==> src/rtl/cardinal_nic.sv <==
// Cardinal network interface controller.
// Two one-entry buffers sit between a memory-mapped processor port and a router port:
// - The input buffer receives packets from the router; the processor reads them.
// - The output buffer is written by the processor and sent to the router.
// Buffers use [0:DATA_WIDTH-1] ordering. Bit 0, the MSB, is the virtual-channel (VC) bit.
module cardinal_nic #(
    parameter int unsigned DATA_WIDTH = 64
) (
    input  logic                  clk,
    input  logic                  reset,
    input  logic [1:0]            addr,
    input  logic                  nicEn,
    input  logic                  nicWrEn,
    input  logic [0:DATA_WIDTH-1] d_in,
    output logic [0:DATA_WIDTH-1] d_out,
    input  logic                  net_si,
    output logic                  net_ri,
    input  logic [0:DATA_WIDTH-1] net_di,
    output logic                  net_so,
    input  logic                  net_ro,
    output logic [0:DATA_WIDTH-1] net_do,
    input  logic                  net_polarity
);

    localparam int unsigned DW = DATA_WIDTH;

    localparam logic [1:0] ADDR_IB     = 2'b00;
    localparam logic [1:0] ADDR_IB_STS = 2'b01;
    localparam logic [1:0] ADDR_OB     = 2'b10;
    localparam logic [1:0] ADDR_OB_STS = 2'b11;

    logic [0:DW-1] ib;
    logic [0:DW-1] ob;
    logic          ib_full;
    logic          ob_full;

    logic          ob_load;
    logic          ib_consume;
    logic          ib_capture;

    // Handshake qualifiers. Each one uses the buffer flags as they stand before the edge.
    // The processor write and the transmit are mutually exclusive: the write needs
    // ob_full=0 and the transmit needs ob_full=1. The consume and the capture are
    // exclusive in the same way through ib_full.
    always_comb begin
        ob_load    = nicEn & nicWrEn & (addr == ADDR_OB) & ~ob_full;
        ib_consume = nicEn & ~nicWrEn & (addr == ADDR_IB) & ib_full;
        ib_capture = net_si & ~ib_full;
    end

    // Router-side outputs. A packet leaves only when its VC bit matches the router phase.
    always_comb begin
        net_ri = ~ib_full;
        net_so = ob_full & net_ro & (ob[0] == net_polarity);
        net_do = ob;
    end

    // Processor read mux. Status flags sit in the last bit position, which is the LSB.
    always_comb begin
        d_out = '0;
        case (addr)
            ADDR_IB:     d_out = ib;
            ADDR_IB_STS: d_out[DW-1] = ib_full;
            ADDR_OB_STS: d_out[DW-1] = ob_full;
            default:     d_out = '0;
        endcase
    end

    // Input buffer. The router fills it, and a processor read at ADDR_IB frees it.
    // The data is left in place so that later reads return the stale packet.
    always_ff @(posedge clk or negedge reset) begin
        if (!reset) begin
            ib      <= '0;
            ib_full <= 1'b0;
        end else if (ib_capture) begin
            ib      <= net_di;
            ib_full <= 1'b1;
        end else if (ib_consume) begin
            ib_full <= 1'b0;
        end
    end

    // Output buffer. The processor fills it, and a router handshake drains it.
    always_ff @(posedge clk or negedge reset) begin
        if (!reset) begin
            ob      <= '0;
            ob_full <= 1'b0;
        end else if (net_so) begin
            ob_full <= 1'b0;
        end else if (ob_load) begin
            ob      <= d_in;
            ob_full <= 1'b1;
        end
    end

endmodule

==> config.mk <==
export PLATFORM = sky130hd
export DESIGN_NAME = cardinal_nic
export DESIGN_NICKNAME = d
export VERILOG_FILES = /design/src/rtl/cardinal_nic.sv
export SDC_FILE = /design/constraint.sdc
export NUM_CORES = 1
export LEC_CHECK = 0
export BUFFER_PORTS_ARGS = -buffer_cell sky130_fd_sc_hd__buf_4
export CORE_MARGIN = 4
export CORE_UTILIZATION = 40
export CTS_CLUSTER_SIZE = 12
export DETAILED_ROUTE_END_ITERATION = 7
export PLACE_DENSITY = 0.75
export SYNTH_ARGS = -nofsm -noshare
export SYNTH_HDL_FRONTEND = slang
export SYNTH_SLANG_ARGS = --single-unit
export TNS_END_PERCENT = 20
==> constraint.sdc <==
create_clock -name clk -period 2.85 [get_ports clk]
set_input_delay 0.1425 -clock clk [delete_from_list [all_inputs] [get_ports clk]]
set_output_delay 0.1425 -clock clk [all_outputs]
set_load 0.02 [all_outputs]
# Yosys cells after proc, flatten, opt, wreduce, memory -nomap -nowiden

Index checks and enable logic that the tools add are counted.

Reductions and logical operators: 4
Equality and inequality tests: 4
Bitwise gates (word level): 13
Multiplexer cells: 6

Operators by type and width:

| cell                 | number |
|---|---|
| $mux W63             | 1 |
| $and A1 B1 Y1        | 9 |
| $eq A2 B2 Y1 const B | 2 |
| $mux W1              | 4 |
| $not A1 Y1           | 4 |
| $reduce_bool A2 Y1   | 2 |
| $pmux W1 S3          | 1 |
| $eq A2 B1 Y1 const B | 1 |
| $logic_not A2 Y1     | 1 |
| $reduce_and A2 Y1    | 1 |
| $eq A1 B1 Y1         | 1 |

Input port bits: 137
Register bits: 130
Output and inout port bits: 130
Logic and storage cells: 31

# Logic depth before layout (Yosys ltp)

Word-level depth: 6
Mapped depth: 4
Gate-level depth less buffers: 3

# Worst setup path after synthesis

OpenSTA, ideal clock, no wires.

Path type: reg-to-reg
From: register ib_full
To: register ib[1] (netlist bit)
Arrival: 1.239 ns
Buffers on the path: 2
Required time: 2.725 ns
Clock period less this slack: 1.364 ns
Setup slack: 1.486 ns
Library setup time: 0.125 ns
Cell stages (with the launch flop): 5
Path through: dfrtp_1 nor2b_1 buf_2 buf_2 mux2_2

Cells in the longest elaborated chain, start to end: 2

RTL lines:

| what                   | RTL line | text |
|---|---|---|
| from (decl)            | 34       | `logic ib_full;` |
| from (signal assigned) | 74       | `ib_full <= 1'b0;` |
| from (signal assigned) | 77       | `ib_full <= 1'b1;` |
| from (signal assigned) | 79       | `ib_full <= 1'b0;` |
| $not A1 Y1             | 48       | `ib_capture = net_si & ~ib_full;` |
| $and A1 B1 Y1          | 48       |  |
| to (signal assigned)   | 76       | `ib <= net_di;` |
| to (decl)              | 32       | `logic [0:DW-1] ib;` |

Every way passes these cells.
A chain may end at the register's enable or synchronous reset.

# Worst setup path in the final report

From: register ib_full
To: register ib[38] (netlist bit)

The elaborated chain is that of the path after synthesis.

==> results.yml <==
run_status:
  status: "completed"
sta:
  tightest_slew_ps: 676
  hold_viol_final: 0
  holdWs_ps: 55.4
  skew_ps: 6.14
  fin_setup_tns_ps: 0
  setup_ws_ps: 1190
  clock.fmax_ghz: 0.604
  slew_headroom_pct: 54.9
  setup_viol: 0
  period_share_pct: 58.1
  slew_viol_final: 0
  fin_crit_ps: 1660
  rsz0062_at_grt: "no"
flow_run:
  cap_violations: 0
route:
  drt-total-wl_um: 16600
  postRouteAntennaNets: 0
  drt_iter0_drc: 202
  vias: 4407
  vias_per_cell: 4.68
  drt_first_pass_iters: 4
  detail_route.wl_per_cell_um: 17.6
  drcViolationCount: 0
cts:
  cts_tree: "built"
  cts.path.max_buffers: 2
  cts_hold_buf: 129
  cts-buffers-inserted: 17
  cts_root_buffer: "clkbuf_16"
  cts_num_sinks: 130
  clkTransAtPathRegs_ps: 50
  clkLatencyLatePin_ps: 410
  h-tree-depth: 4
  cts_resized: 0
  cts_setup_buffers: 0
min_path:
  whs_path_depth: 3
  hold_path_class: "in -> reg"
layout:
  multiInputGateArea_sq_um: 2000
  instances_no_fill: 942
  seq_area_sq_um: 3250
  nets: 891
  finalCoreUtilization_pct: 71.0
  layout-drive-gt1-share_pct: 55.4
  syn2layout_area_growth_pct: 74.1
  fin_area_sq_um: 9410
  fillCellCount: 867
synthesis:
  yosys_most_used_dff: "dfrtp_1"
  async_flop_share_pct: 100
  synth_enable_flop_cells: 0
  syn-num-nets: 491
  synth_area_per_cell_sq_um: 15.3
  synth_area_leader_cell: "dfrtp_1"
  ys_top_cells_by_area: "dfrtp_1, mux2_2, and2_1"
  synth_most_common_cell: "dfrtp_1"
  postSynthCellCount: 354
  syn_area_sq_um: 5400
  ys_types: 22
  ys_warn_count: 0
  synth_common_cells: "dfrtp_1, mux2_2, and2_1, mux2_4, buf_2"
  ys_seq_elements: 130
  synth_top_area_share_pct: 60.2
  seq_area_frac_synth_pct: 60.2
pwr:
  power_mw: 8.96
  max-vdd-ir-drop_v: 0.000704
  p_per_area_nw_per_um2: 953
  leakage_nw: 4.48
floorplan:
  coreArea_sq_um: 13200
  die_x_um: 124
  die_area_sq_um: 15400
  row_count: 42
  io_pins: 267
  die_h_um: 124
  initial_core_util_pct: 40.8
worst_setup_path:
  critPathTopFamily: "flip-flops"
  crit_buf_inv: 1
  slowest_stage: "dfrtp_1"
  cp_data_arrival_time_ps: 1940
  worstPathCellList: "nor2b_4, buf_12, mux2_2"
  reg2reg_depth: 3
  critPathMaxFanout: 53
  cp-end-kind: "flip-flop"
  critPathKind: "reg -> reg"
  critPathMaxStageDelay_ps: 410
  crit_cells: 3
  critPathLaunchType: "flip-flop"
  worstPathRequired_ps: 3130
placement:
  dp_hpwl_um: 10300
  numPortBuffers: 266
  dp_cells: 782
  dpl_cell_area_sq_um: 7550
  place.gp.congestion: 0.805
  pre_cts_ws_ps: 1210
global_routing:
  grt_max_degree: 66
  grt_first_pass_wirelength_um: 26800
  antenna_found_initial: 1
  grt_overflow: 0
  grt_util_all_layers_pct: 22.0
  grt_pass1_vias: 4980
cell type report:
cell class	instances	area share [%]
timing repair buffer	400	35.8
sequential	130	34.6
multi-input combinational	203	21.2
clock buffer	24	5.12
tap	176	2.34
clock inverter	6	0.851
inverter	2	0.0798
antenna	1	0.0266
cell usage in the layout (no fill, tap or decap), drive strengths merged:
cell         netlist  routed
buf               13     271
dfrtp            130     130
dlygate4sd3        0     129
mux2             128     128
and2              63      63
clkbuf             6      24
clkinv             0       4
inv                2       2
bufinv             0       2
nor2               2       2
diode              0       1
mux2i              1       1
nand3              1       1
o21ai              1       1
xnor2              1       1
and3               1       1
nor2b              1       1
nand4b             1       1
nor4b              1       1
o21bai             1       1
a21oi              1       1
routing by layer:
metal  GRT usage, %  vias up  part of all wire (%)
met3           7.60       38                   7.2
met5              0        -                     0
met2           39.1      189                    53
met1           23.4     2149                    36
met4           9.93        0                   3.2
li1               -     2031                     -
where the power goes:
group | leakage (nW) | total [mW] | internal (mW) | switching (mW)
Sequential | 1.54 | 3.31 | 2.79 | 0.519
Clock | 0.280 | 2.08 | 1.34 | 0.739
Combinational | 2.66 | 3.57 | 1.91 | 1.66
worst min-delay path: stages:
cell	delay, ps
buf_4	70
and3_1	150
a21oi_1	50
state kept, by name (all words and copies together), names as in the netlist:
name,count
net_do,64
ib,64
ib_full,1
ob_full,1
final timing paths:
check                                start          to  slack, ps
worst max-delay path               ib_full      ib[38]       1190
worst min-delay path                net_ro     ob_full         60
worst max register to register     ib_full      ib[38]       1190
worst min register to register  net_do[54]  net_do[54]        490
max in group asynchronous            reset     ob_full       1730
min in group asynchronous            reset  net_do[13]        300
kinds of logic after synthesis:
kind of cell              synth area share [%]
AOI/OAI and AO/OA                        0.324
xor gates and xnor gates                 0.162
buffers and inverters                     3.06
DFF                                       60.2
muxes                                     27.6
and+or+nand+nor                           8.66
(Power assumes the default switching activity.)
